`src/rtl/uart_cmd_parser.sv`:
```
// Host packet decoder between uart_core and the GPU register/memory bus.
// Decodes SYNC/CMD/ADDR/[DATA]/CHK frames into single-word bus accesses and replies ACK/NAK/read data.
module uart_cmd_parser #(
    parameter logic [7:0]  SYNC_BYTE      = 8'hA5,
    parameter int unsigned TIMEOUT_CYCLES = 1_000_000
) (
    input  logic        CLK,
    input  logic        rst,
    input  logic [7:0]  rx_data,
    input  logic        rx_valid,
    output logic [7:0]  tx_data,
    output logic        tx_valid,
    input  logic        tx_ready,
    output logic [15:0] mem_addr,
    output logic [31:0] mem_wdata,
    output logic        mem_we,
    output logic        mem_re,
    input  logic [31:0] mem_rdata,
    input  logic        mem_rvalid,
    output logic        busy,
    output logic        pkt_err
);

    localparam int unsigned     TO_W    = $clog2(TIMEOUT_CYCLES);
    localparam logic [TO_W-1:0] TO_LOAD = TO_W'(TIMEOUT_CYCLES - 1);
    localparam logic [7:0]      ACK     = 8'h06;
    localparam logic [7:0]      NAK     = 8'h15;

    typedef enum logic [3:0] {
        S_IDLE, S_CMD, S_ADDR_H, S_ADDR_L, S_DATA, S_CHK, S_EXEC, S_WAIT_RD, S_RESP
    } state_t;

    state_t           r_state;
    logic             r_is_read;
    logic [7:0]       r_xor;
    logic [1:0]       r_byte_cnt;
    logic [TO_W-1:0]  r_to_cnt;
    logic [15:0]      r_addr;
    logic [31:0]      r_wdata;
    logic [31:0]      r_resp;
    logic [2:0]       r_resp_left;
    logic [7:0]       r_tx_data;
    logic             r_tx_valid;
    logic [15:0]      r_mem_addr;
    logic [31:0]      r_mem_wdata;
    logic             r_mem_we;
    logic             r_mem_re;
    logic             r_busy;
    logic             r_pkt_err;

    always_ff @(posedge CLK or posedge rst) begin
        if (rst) begin
            r_state     <= S_IDLE;
            r_is_read   <= 1'b0;
            r_xor       <= 8'h00;
            r_byte_cnt  <= 2'd0;
            r_to_cnt    <= '0;
            r_addr      <= 16'h0000;
            r_wdata     <= 32'h0;
            r_resp      <= 32'h0;
            r_resp_left <= 3'd0;
            r_tx_data   <= 8'h00;
            r_tx_valid  <= 1'b0;
            r_mem_addr  <= 16'h0000;
            r_mem_wdata <= 32'h0;
            r_mem_we    <= 1'b0;
            r_mem_re    <= 1'b0;
            r_busy      <= 1'b0;
            r_pkt_err   <= 1'b0;
        end else begin
            r_mem_we  <= 1'b0;
            r_mem_re  <= 1'b0;
            r_pkt_err <= 1'b0;
            case (r_state)
                S_IDLE: begin
                    r_busy     <= 1'b0;
                    r_tx_valid <= 1'b0;
                    if (rx_valid && rx_data == SYNC_BYTE) begin
                        r_state  <= S_CMD;
                        r_busy   <= 1'b1;
                        r_xor    <= 8'h00;
                        r_to_cnt <= TO_LOAD;
                    end
                end
                S_CMD, S_ADDR_H, S_ADDR_L, S_DATA, S_CHK: begin
                    if (rx_valid) begin
                        r_to_cnt <= TO_LOAD;
                        r_xor    <= r_xor ^ rx_data;
                        case (r_state)
                            S_CMD: begin
                                if (rx_data == 8'h01 || rx_data == 8'h02) begin
                                    r_is_read <= (rx_data == 8'h02);
                                    r_state   <= S_ADDR_H;
                                end else begin
                                    r_pkt_err   <= 1'b1;
                                    r_tx_valid  <= 1'b1;
                                    r_tx_data   <= NAK;
                                    r_resp_left <= 3'd0;
                                    r_state     <= S_RESP;
                                end
                            end
                            S_ADDR_H: begin
                                r_addr[15:8] <= rx_data;
                                r_state      <= S_ADDR_L;
                            end
                            S_ADDR_L: begin
                                r_addr[7:0] <= rx_data;
                                r_byte_cnt  <= 2'd0;
                                r_state     <= r_is_read ? S_CHK : S_DATA;
                            end
                            S_DATA: begin
                                r_wdata    <= {r_wdata[23:0], rx_data};
                                r_byte_cnt <= r_byte_cnt + 2'd1;
                                if (r_byte_cnt == 2'd3)
                                    r_state <= S_CHK;
                            end
                            S_CHK: begin
                                if (rx_data == r_xor) begin
                                    r_mem_addr <= r_addr;
                                    if (r_is_read) begin
                                        r_mem_re <= 1'b1;
                                    end else begin
                                        r_mem_we    <= 1'b1;
                                        r_mem_wdata <= r_wdata;
                                    end
                                    r_state <= S_EXEC;
                                end else begin
                                    r_pkt_err   <= 1'b1;
                                    r_tx_valid  <= 1'b1;
                                    r_tx_data   <= NAK;
                                    r_resp_left <= 3'd0;
                                    r_state     <= S_RESP;
                                end
                            end
                            default: ;
                        endcase
                    end else if (r_to_cnt == '0) begin
                        // busy is left high here so it falls one cycle after the error pulse
                        r_pkt_err <= 1'b1;
                        r_state   <= S_IDLE;
                    end else begin
                        r_to_cnt <= r_to_cnt - 1'b1;
                    end
                end
                S_EXEC: begin
                    if (r_is_read) begin
                        r_state <= S_WAIT_RD;
                    end else begin
                        r_tx_valid  <= 1'b1;
                        r_tx_data   <= ACK;
                        r_resp_left <= 3'd0;
                        r_state     <= S_RESP;
                    end
                end
                S_WAIT_RD: begin
                    if (mem_rvalid) begin
                        r_tx_valid  <= 1'b1;
                        r_tx_data   <= ACK;
                        r_resp      <= mem_rdata;
                        r_resp_left <= 3'd4;
                        r_state     <= S_RESP;
                    end
                end
                S_RESP: begin
                    if (r_tx_valid && tx_ready) begin
                        if (r_resp_left == 3'd0) begin
                            r_tx_valid <= 1'b0;
                            r_busy     <= 1'b0;
                            r_state    <= S_IDLE;
                        end else begin
                            r_tx_data   <= r_resp[31:24];
                            r_resp      <= {r_resp[23:0], 8'h00};
                            r_resp_left <= r_resp_left - 3'd1;
                        end
                    end
                end
                default: r_state <= S_IDLE;
            endcase
        end
    end

    assign tx_data   = r_tx_data;
    assign tx_valid  = r_tx_valid;
    assign mem_addr  = r_mem_addr;
    assign mem_wdata = r_mem_wdata;
    assign mem_we    = r_mem_we;
    assign mem_re    = r_mem_re;
    assign busy      = r_busy;
    assign pkt_err   = r_pkt_err;

endmodule

```
`config.mk`:
```
export PLATFORM = sky130hd
export DESIGN_NAME = uart_cmd_parser
export DESIGN_NICKNAME = d
export VERILOG_FILES = /design/src/rtl/uart_cmd_parser.sv
export SDC_FILE = /design/constraint.sdc
export NUM_CORES = 1
export LEC_CHECK = 0
export CORE_MARGIN = 2
export CORE_UTILIZATION = 45
export CTS_CLUSTER_DIAMETER = 100
export DETAILED_ROUTE_END_ITERATION = 8
export DONT_BUFFER_PORTS = 1
export GPL_ROUTABILITY_DRIVEN = 0
export PLACE_DENSITY_LB_ADDON = 0.25
export SYNTH_ARGS = -nofsm -noshare
export SYNTH_HDL_FRONTEND = slang
export SYNTH_SLANG_ARGS = --single-unit
```
`constraint.sdc`:
```
create_clock -name CLK -period 10.04 [get_ports CLK]
set_clock_uncertainty 0.05 [all_clocks]
set_input_delay 2.008 -clock CLK [delete_from_list [all_inputs] [get_ports CLK]]
set_output_delay 2.008 -clock CLK [all_outputs]
set_load 0.1 [all_outputs]
```
# Yosys cells after proc, flatten, opt, wreduce, memory -nomap -nowiden
# Index checks and enable logic that the tools add are counted.
[word_totals]
ff_bits = 179
input_bits = 45
output_inout_bits = 61
[op_classes]
add_sub_neg = 3
n_eq_ne = 27
mux = 70
n_bitwise = 2
reduce_logical = 27
[ops]
columns = ["op", "count"]
rows = [
  ["$mux W32", 3],
  ["$mux W8", 9],
  ["$pmux W32 S2", 1],
  ["$mux W20", 3],
  ["$mux W4", 10],
  ["$pmux W20 S2", 1],
  ["$pmux W4 S5", 2],
  ["$pmux W8 S2", 2],
  ["$pmux W8 S4", 1],
  ["$mux W1", 24],
  ["$mux W3", 7],
  ["$reduce_and A3 Y1", 7],
  ["$logic_not A20 Y1", 1],
  ["$sub A20 B1 Y20 const B", 1],
  ["$reduce_and A9 Y1", 2],
  ["$eq A4 B3 Y1 const B", 4],
  ["$ne A3 B3 Y1 const B", 5],
  ["$ne A2 B2 Y1 const B", 7],
  ["$pmux W3 S4", 1],
  ["$reduce_and A4 Y1", 3],
  ["$eq A4 B2 Y1 const B", 2],
  ["$eq A8 B1 Y1 const B", 1],
  ["$eq A8 B2 Y1 const B", 1],
  ["$eq A8 B8 Y1", 1],
  ["24 further kinds", 30],
]

# Depth between registers and ports, before layout
[depth]
word_depth = 6
mapped_depth = 8
mapped_depth_nobuf = 8

# Least setup slack after synthesis
# Ideal clock, no wire load.
[synth_path]
path_type = "input port to flip-flop"
from = "input port rx_data[1]"
to = "register r_mem_wdata[10], in the netlist mem_wdata[10]"
arrival_ns = 3.870
setup_slack_ns = 5.995
path_stages = 6
path_cell_list = "clkbuf_1 > xnor2_1 > nand4_1 > nor4_1 > buf_2 > mux2_2"
[synth_between]
elab_chain_len = 2
[synth_lines]
columns = ["element", "line", "rtl"]
rows = [
  ["from (decl)", "9", "input logic [7:0] rx_data,"],
  ["$eq A8 B8 Y1", "118", "if (rx_data == r_xor) begin"],
  ["$reduce_and A5 Y1 (no source line)", "n/a", ""],
  ["to (signal assigned)", "124", "r_mem_wdata <= r_wdata;"],
  ["to (decl)", "45", "logic [31:0] r_mem_wdata;"],
]
# Every way passes these cells.
# A chain may end at the register's enable or synchronous reset.

# Worst setup path in the final report
[layout_path]
from = "input port rx_data[3]"
to = "register r_tx_data[1], in the netlist tx_data[1]"
[layout_between]
elab_chain_len = 4
[layout_lines]
columns = ["element", "line", "rtl"]
rows = [
  ["$eq A8 B1 Y1 or $eq A8 B2 Y1 (tied branches)", "91", "if (rx_data == 8'h01 || rx_data == 8'h02) begin"],
  ["$logic_or A1 B1 Y1", "91", ""],
  ["$ne A3 B3 Y1 (no source line)", "n/a", ""],
  ["$reduce_and A9 Y1 (no source line) (*)", "n/a", ""],
  ["to (signal assigned)", "171", "r_tx_data <= r_resp[31:24];"],
  ["to (decl)", "42", "logic [7:0] r_tx_data;"],
]
# Every way passes the cells marked *; elsewhere a longest branch is shown, timed or not.

==> results.toml <==
[timing]
setup_ws_ps = 6220
setup_viol = 0
report.final.slew_viol_count = 0
final.min_clock_period_ps = 3820
fin_crit_sh_pct = 38.0
relSlewSlack_pct = 20.5
finalHoldViolCount = 0
tns_ps = 0
fmax_mhz = 262
tightest_slew_ps = 1190
rsz0062_at_grt = "no"

[final_layout]
drive_above_1_share_pct = 23.3
fillers = 1519
synthToLayoutAreaGrowth_pct = 10.1
nets = 707
diodes = 0

[global_routing]
grt_pass1_wl_um = 27300
track_usage_pct = 18.9
antenna_found_initial = 0
grt_max_degree = 103
grt_pass1_vias = 5185
grt_overflow = 0

[synth]
async_reset_ff_share_pct = 100
synth_cell_types = 53
synth_edf_count = 0
synth_most_common_cell = "dfrtp_1"
syn-num-nets = 722
syn-instance-count = 672
synth_top_area_share_pct = 56.1
ys.flop_type = "dfrtp_1"
synth.top_cells.by_count = "dfrtp_1 (179), mux2_2 (102), nand2_1 (63)"
yosysWarnings = 0
synth_area_sq_mm = 0.00798
syn_area_per_cell_sq_um = 11.9
yosysTopAreaCell = "dfrtp_1"
synth_seq_cells = 179
yosysSeqAreaShare_pct = 56.1
netlist_top_cells_area = "dfrtp_1 (56%), mux2_2 (14%), mux2i_1 (4.3%), o21ai_0 (3.3%), nand2_1 (3.0%)"

[setup_path]
path_max_fanout = 11
path_class = "in -> reg"
path_cells = "nor3_1 > nor4b_1 > a31oi_1 > o211ai_1 > mux2_2"
cp_slowest_stage_delay_ps = 590
cpMaxStageDelayCell = "nor4b_1"
cp_data_required_time_ps = 10290
cp-end-kind = "register"
crit_arrival_ps = 4070
start_kind = "input port"

[place]
io_buffers = 0
pre_cts_ws_ps = 5840
dp_hpwl_um = 11100

[power_and_ir_drop]
powerDensity_mw_per_mm2 = 238
power_frac_clock_pct = 31.3
intPower_mw = 1.41
ir_drop_mv = 0.134
pwr-share-seq_pct = 50.4
power_frac_comb_pct = 18.3
p_switching_mw = 0.677
switching_share_pct = 32.4
p_leak_nw = 4.07

[floorplanning]
die_y_um = 137
core_area_sq_mm = 0.0173
dieArea_sq_mm = 0.0188
dieWidth_um = 137
start_util_pct = 46.1
rows = 48
pin_count = 106

[hold_path]
hold_class = "reg -> reg"

[routing]
vias = 5106
avgViaCountPerCell = 5.71
wl_um = 16600
drc = 0
drt_first_pass_iters = 4
first_iter_violations = 269
avgRoutedWirePerCell_um = 18.5
detail-route-antenna-nets = 0

[clocking]
root_buffer = "clkbuf_16"
clock-sinks = 179
post_cts_buffers = 0
cts_tree = "done"
numCtsBuffers = 17
cts.clk_slew.worst_paths_ps = 70
cts_buffer_depth = 2
htree_levels = 4
cts-resized-gates = 0
cts_hold_buf = 0
insertion_delay_ps = 430

[run]
cap_violations = 0

[outcome]
status = "finished, final reports clean"
power groups by stage:
stage	sequential [mW]	clock [mW]	combinational, mW
after floorplan	1.01	0	0.332
after detailed placement	1.07	0	0.384
after global routing	1.07	0.704	0.437
after global placement	1.06	0	0.367
after CTS	1.05	0.676	0.386
final	1.05	0.655	0.382
cell families after synthesis:
logic type | share of synthesized area [%]
multiplexers | 18.7
AND/OR/NAND/NOR | 12.1
adder cells (fa/ha/maj) | 0.784
AO/OA/AOI/OAI | 8.48
buffers and inverters | 2.85
flip-flops | 56.1
XOR/XNOR | 0.988
state kept, by name, summed over array words and instances, names as in the netlist, 4 cells and up:
register,flops
r_wdata,32
r_addr,16
mem_addr,16
r_state,4
mem_wdata,32
r_xor,8
tx_data,8
r_to_cnt,20
r_resp,32
cell type report:
cell class | instances | area (sq um) | share of cell area, %
Sequential cell | 179 | 4480 | 51.0
Multi-Input combinational cell | 435 | 3320 | 37.8
Clock buffer | 18 | 439 | 5.00
Tap cell | 225 | 282 | 3.20
Clock inverter | 14 | 149 | 1.69
Inverter | 18 | 72.6 | 0.826
Timing Repair Buffer | 6 | 45.0 | 0.513
worst paths after layout:
kind	from	end	slack [ps]	depth (start not counted)
max	rx_data[3]	tx_data[1]$_DFFE_PP0P_	6220	5
min	r_resp[1]$_DFFE_PP0P_	r_resp[1]$_DFFE_PP0P_	430	2
max reg2reg	r_state[1]$_DFFE_PP0P_	r_resp_left[0]$_DFFE_PP0P_	6590	4
min reg2reg	r_resp[1]$_DFFE_PP0P_	r_resp[1]$_DFFE_PP0P_	430	2
max in group asynchronous	rst	r_to_cnt[13]$_DFFE_PP0P_	6870	2
min in group asynchronous	rst	mem_we$_DFF_PP0_	1560	1
routing by layer:
layer,track usage [%],vias to the layer above,routed length [um],part of all wire (%)
li1,-,2396,-,-
met1,25.0,2552,7290,44
met2,28.3,138,7740,47
met3,6.29,20,1220,7.4
met4,8.19,0,330,2.0
met5,0,-,0,0
placed cells by master, fill, tap and decap left out, types with 7 or more instances in the layout:
cell type  synthesis  routed
clkbuf_16          0      17
or4_1             13      13
nand3_1           13      12
nand2_1           63      63
dfrtp_1          179     179
inv_1             18      17
or3_1              7       7
xnor2_1            9       9
nor3_1            15      15
mux2i_1           34      34
nor2_1            13      13
nor3b_1           10      10
o31ai_1           12      12
mux2_2           102     102
a21oi_1            7       7
o21ai_0           53      52
a21o_1            10      10
stage by stage:
stage / area, sq um / std cells / power [mW] / utilization, % / hold WS [ps]
3_5_place_dp: 8190 / 863 / 1.45 / 47.3 / 420
3_3_place_gp: 8190 / 863 / 1.43 / 47.3 / 410
4_1_cts: 8780 / 895 / 2.12 / 50.7 / 435
5_1_grt: 8790 / 895 / 2.21 / 50.8 / 464
2_1_floorplan: 7980 / 672 / 1.34 / - / 393
6_report: 8790 / 895 / 2.09 / 50.8 / 431
worst max-delay path: cells and delay by family:
family	cells	cell delay, ps
compound gates	2	790
mux	1	420
simple gates	2	850
Power figures use the tool's default switching activity.
==> edit (same flow settings) <==
Change the parameter `TIMEOUT_CYCLES` from 1_000_000 to 250_000.
--- a/src/rtl/uart_cmd_parser.sv
+++ b/src/rtl/uart_cmd_parser.sv
@@ -2,7 +2,7 @@
 // Decodes SYNC/CMD/ADDR/[DATA]/CHK frames into single-word bus accesses and replies ACK/NAK/read data.
 module uart_cmd_parser #(
     parameter logic [7:0]  SYNC_BYTE      = 8'hA5,
-    parameter int unsigned TIMEOUT_CYCLES = 1_000_000
+    parameter int unsigned TIMEOUT_CYCLES = 250_000
 ) (
     input  logic        CLK,
     input  logic        rst,
Behaviour: no difference found for any inputs over 4 cycles, from zero or initial values and one cycle with rst high; that may be too few to reach the edited logic, so the function may still have changed.
==> edit against the original RTL <==
- worst setup slack got worse by 0.40 ns
- largest cell class unchanged
- combinational power fell by 12%
- die area decreased by 1.6%
- critical path type unchanged
- global-route usage down 1.2 points
- sequential cell count decreased by 2
- fmax shrank 9.5%
- total power fell by 3.9%
- routed wire length fell by 7.5%
- design area down 1.8%
- highest routed layer unchanged
- synthesized area is 1.6% lower
- sequential share of layout area is 0.37 points higher
- via count fell by 6.0%
==> edit: results (changes against the original RTL) <==
| Metric | Value |
|---|---|
| Status | complete, no violations |
| VDD IR max | 0.137 mV (+2.2%) |
| R2R Setup Slk | 6.86 ns (+0.27 ns) |
| First DRT Iteration DRCs | 298 (+11%) |
| DR vias/cell | 5.47 (-4.1%) |
| CP top delay family | compound AO/OA/AOI/OAI gates |
| CTS Root Cell | clkbuf_16 |
| Post-synthesis cell type count | 61 (+15%) |
| Comb pwr share | 0.168 (-0.015) |
| Fin nets | 688 (-2.7%) |
| Post-Synth Adder-Cell Area | 0.00765 (-0.000190) |
| Initial antenna violation count | 0 (unchanged) |
| Drt first pass iters | 4 (unchanged) |
| Register area share after synthesis | 0.564 (+0.00284) |
| Compound-Gate Fraction of Synth Area | 0.0825 (-0.00227) |
| Clk. pwr | 701 uW (+7.0%) |
| Post-DP HPWL | 10100 um (-8.8%) |
| Layout cells sized above 1 | 0.261 (+0.0279) |
| Slowest stage delay, CP | 0.99 ns (+0.40 ns) |
| Final WL | 15300 um (-7.5%) |
| Net Sw Power | 683 uW (+0.84%) |
| Post-CTS Setup Bufs | 0 (unchanged) |
| Worst R2R Path Depth | 6 (+2) |
| Crit path DAT | 4.46 ns (+0.39 ns) |
| Final WS setup | 5.82 ns (-0.403 ns) |
| Worst Hold Margin | 0.431 ns (+0.000611 ns) |
| Worst Tran Pin Value | 1.17 ns (-0.0183 ns) |
| Multiplexer share of the synthesized area | 0.184 (-0.00236) |
| Vias in the first global route | 4898 (-5.5%) |
| Area contributors post-synth | dfrtp_1 56%, mux2_2 14%, mux2i_1 4.1% |
| Largest net degree at the start of global routing | 118 (+15%) |
| Max FO, Critical Path | 15 (+4) |
| Commonest cells post-synth | 177 x dfrtp_1, 100 x mux2_2, 66 x nand2_1 |
| Post-place setup slack | 5.36 ns (-0.481 ns) |
| Gr usage total | 0.177 (-0.0122) |
| Mapped Nets | 708 (-1.9%) |
| Leakage | 4.06 nW (-0.20%) |
| Synth Area in XOR/XNOR | 0.0134 (+0.00351) |
| Tot Pwr | 2.01 mW (-3.9%) |
| CP max-delay cell | a211oi_2 |
| Global-route wire length before repair | 25600 um (-6.2%) |
[edit: per-stage QoR]
step | instances | instance area (um^2)
floorplan | 659 | 7850
global placement | 845 | 7990
detailed placement | 845 | 7990
CTS | 877 | 8620
global route | 877 | 8620
finish | 877 | 8620
[edit: path summary, 6_finish.rpt]
check / from / endpoint
worst max-delay path: rx_data[3] / r_xor[3]$_DFFE_PP0P_
worst min-delay path: r_resp[11]$_DFFE_PP0P_ / r_resp[11]$_DFFE_PP0P_
worst max register to register: r_state[1]$_DFFE_PP0P_ / r_xor[3]$_DFFE_PP0P_
worst min register to register: r_resp[11]$_DFFE_PP0P_ / r_resp[11]$_DFFE_PP0P_
max in group asynchronous: rst / r_wdata[23]$_DFFE_PP0P_
min in group asynchronous: rst / mem_addr[0]$_DFFE_PP0P_
[edit: layout make-up]
type | instances | area (um^2)
clock buffer | 17 | 425
timing repair buffer | 3 | 22.5
inverter | 19 | 76.3
multi-input combinational | 421 | 3180
fill | 1563 | 8550
tap | 225 | 282
sequential | 177 | 4430
clock inverter | 15 | 213
[edit: layer usage]
layer  vias to the layer above  wire (um)  GRT usage
met5                         -          0          0
met4                         0        250     0.0642
met3                        19        754     0.0492
met2                        97       7240      0.273
met1                      2393       7090      0.239
li1                       2290          -          -
[edit: kinds of logic after synthesis]
kind of cell	count (synthesis)
XOR/XNOR	12
buffers and inverters	61
AO/OA/AOI/OAI	104
multiplexers	132
flip-flops	177
adder cells (fa/ha/maj)	5
AND/OR/NAND/NOR	168
[edit: tightest hold or removal path: cells and delay by family (launching register included)]
| kind | cells | cell delay [ns] |
|---|---|---|
| flops | 1 | 0.35 |
| simple gates | 1 | 0.05 |
| compound gates | 1 | 0.06 |
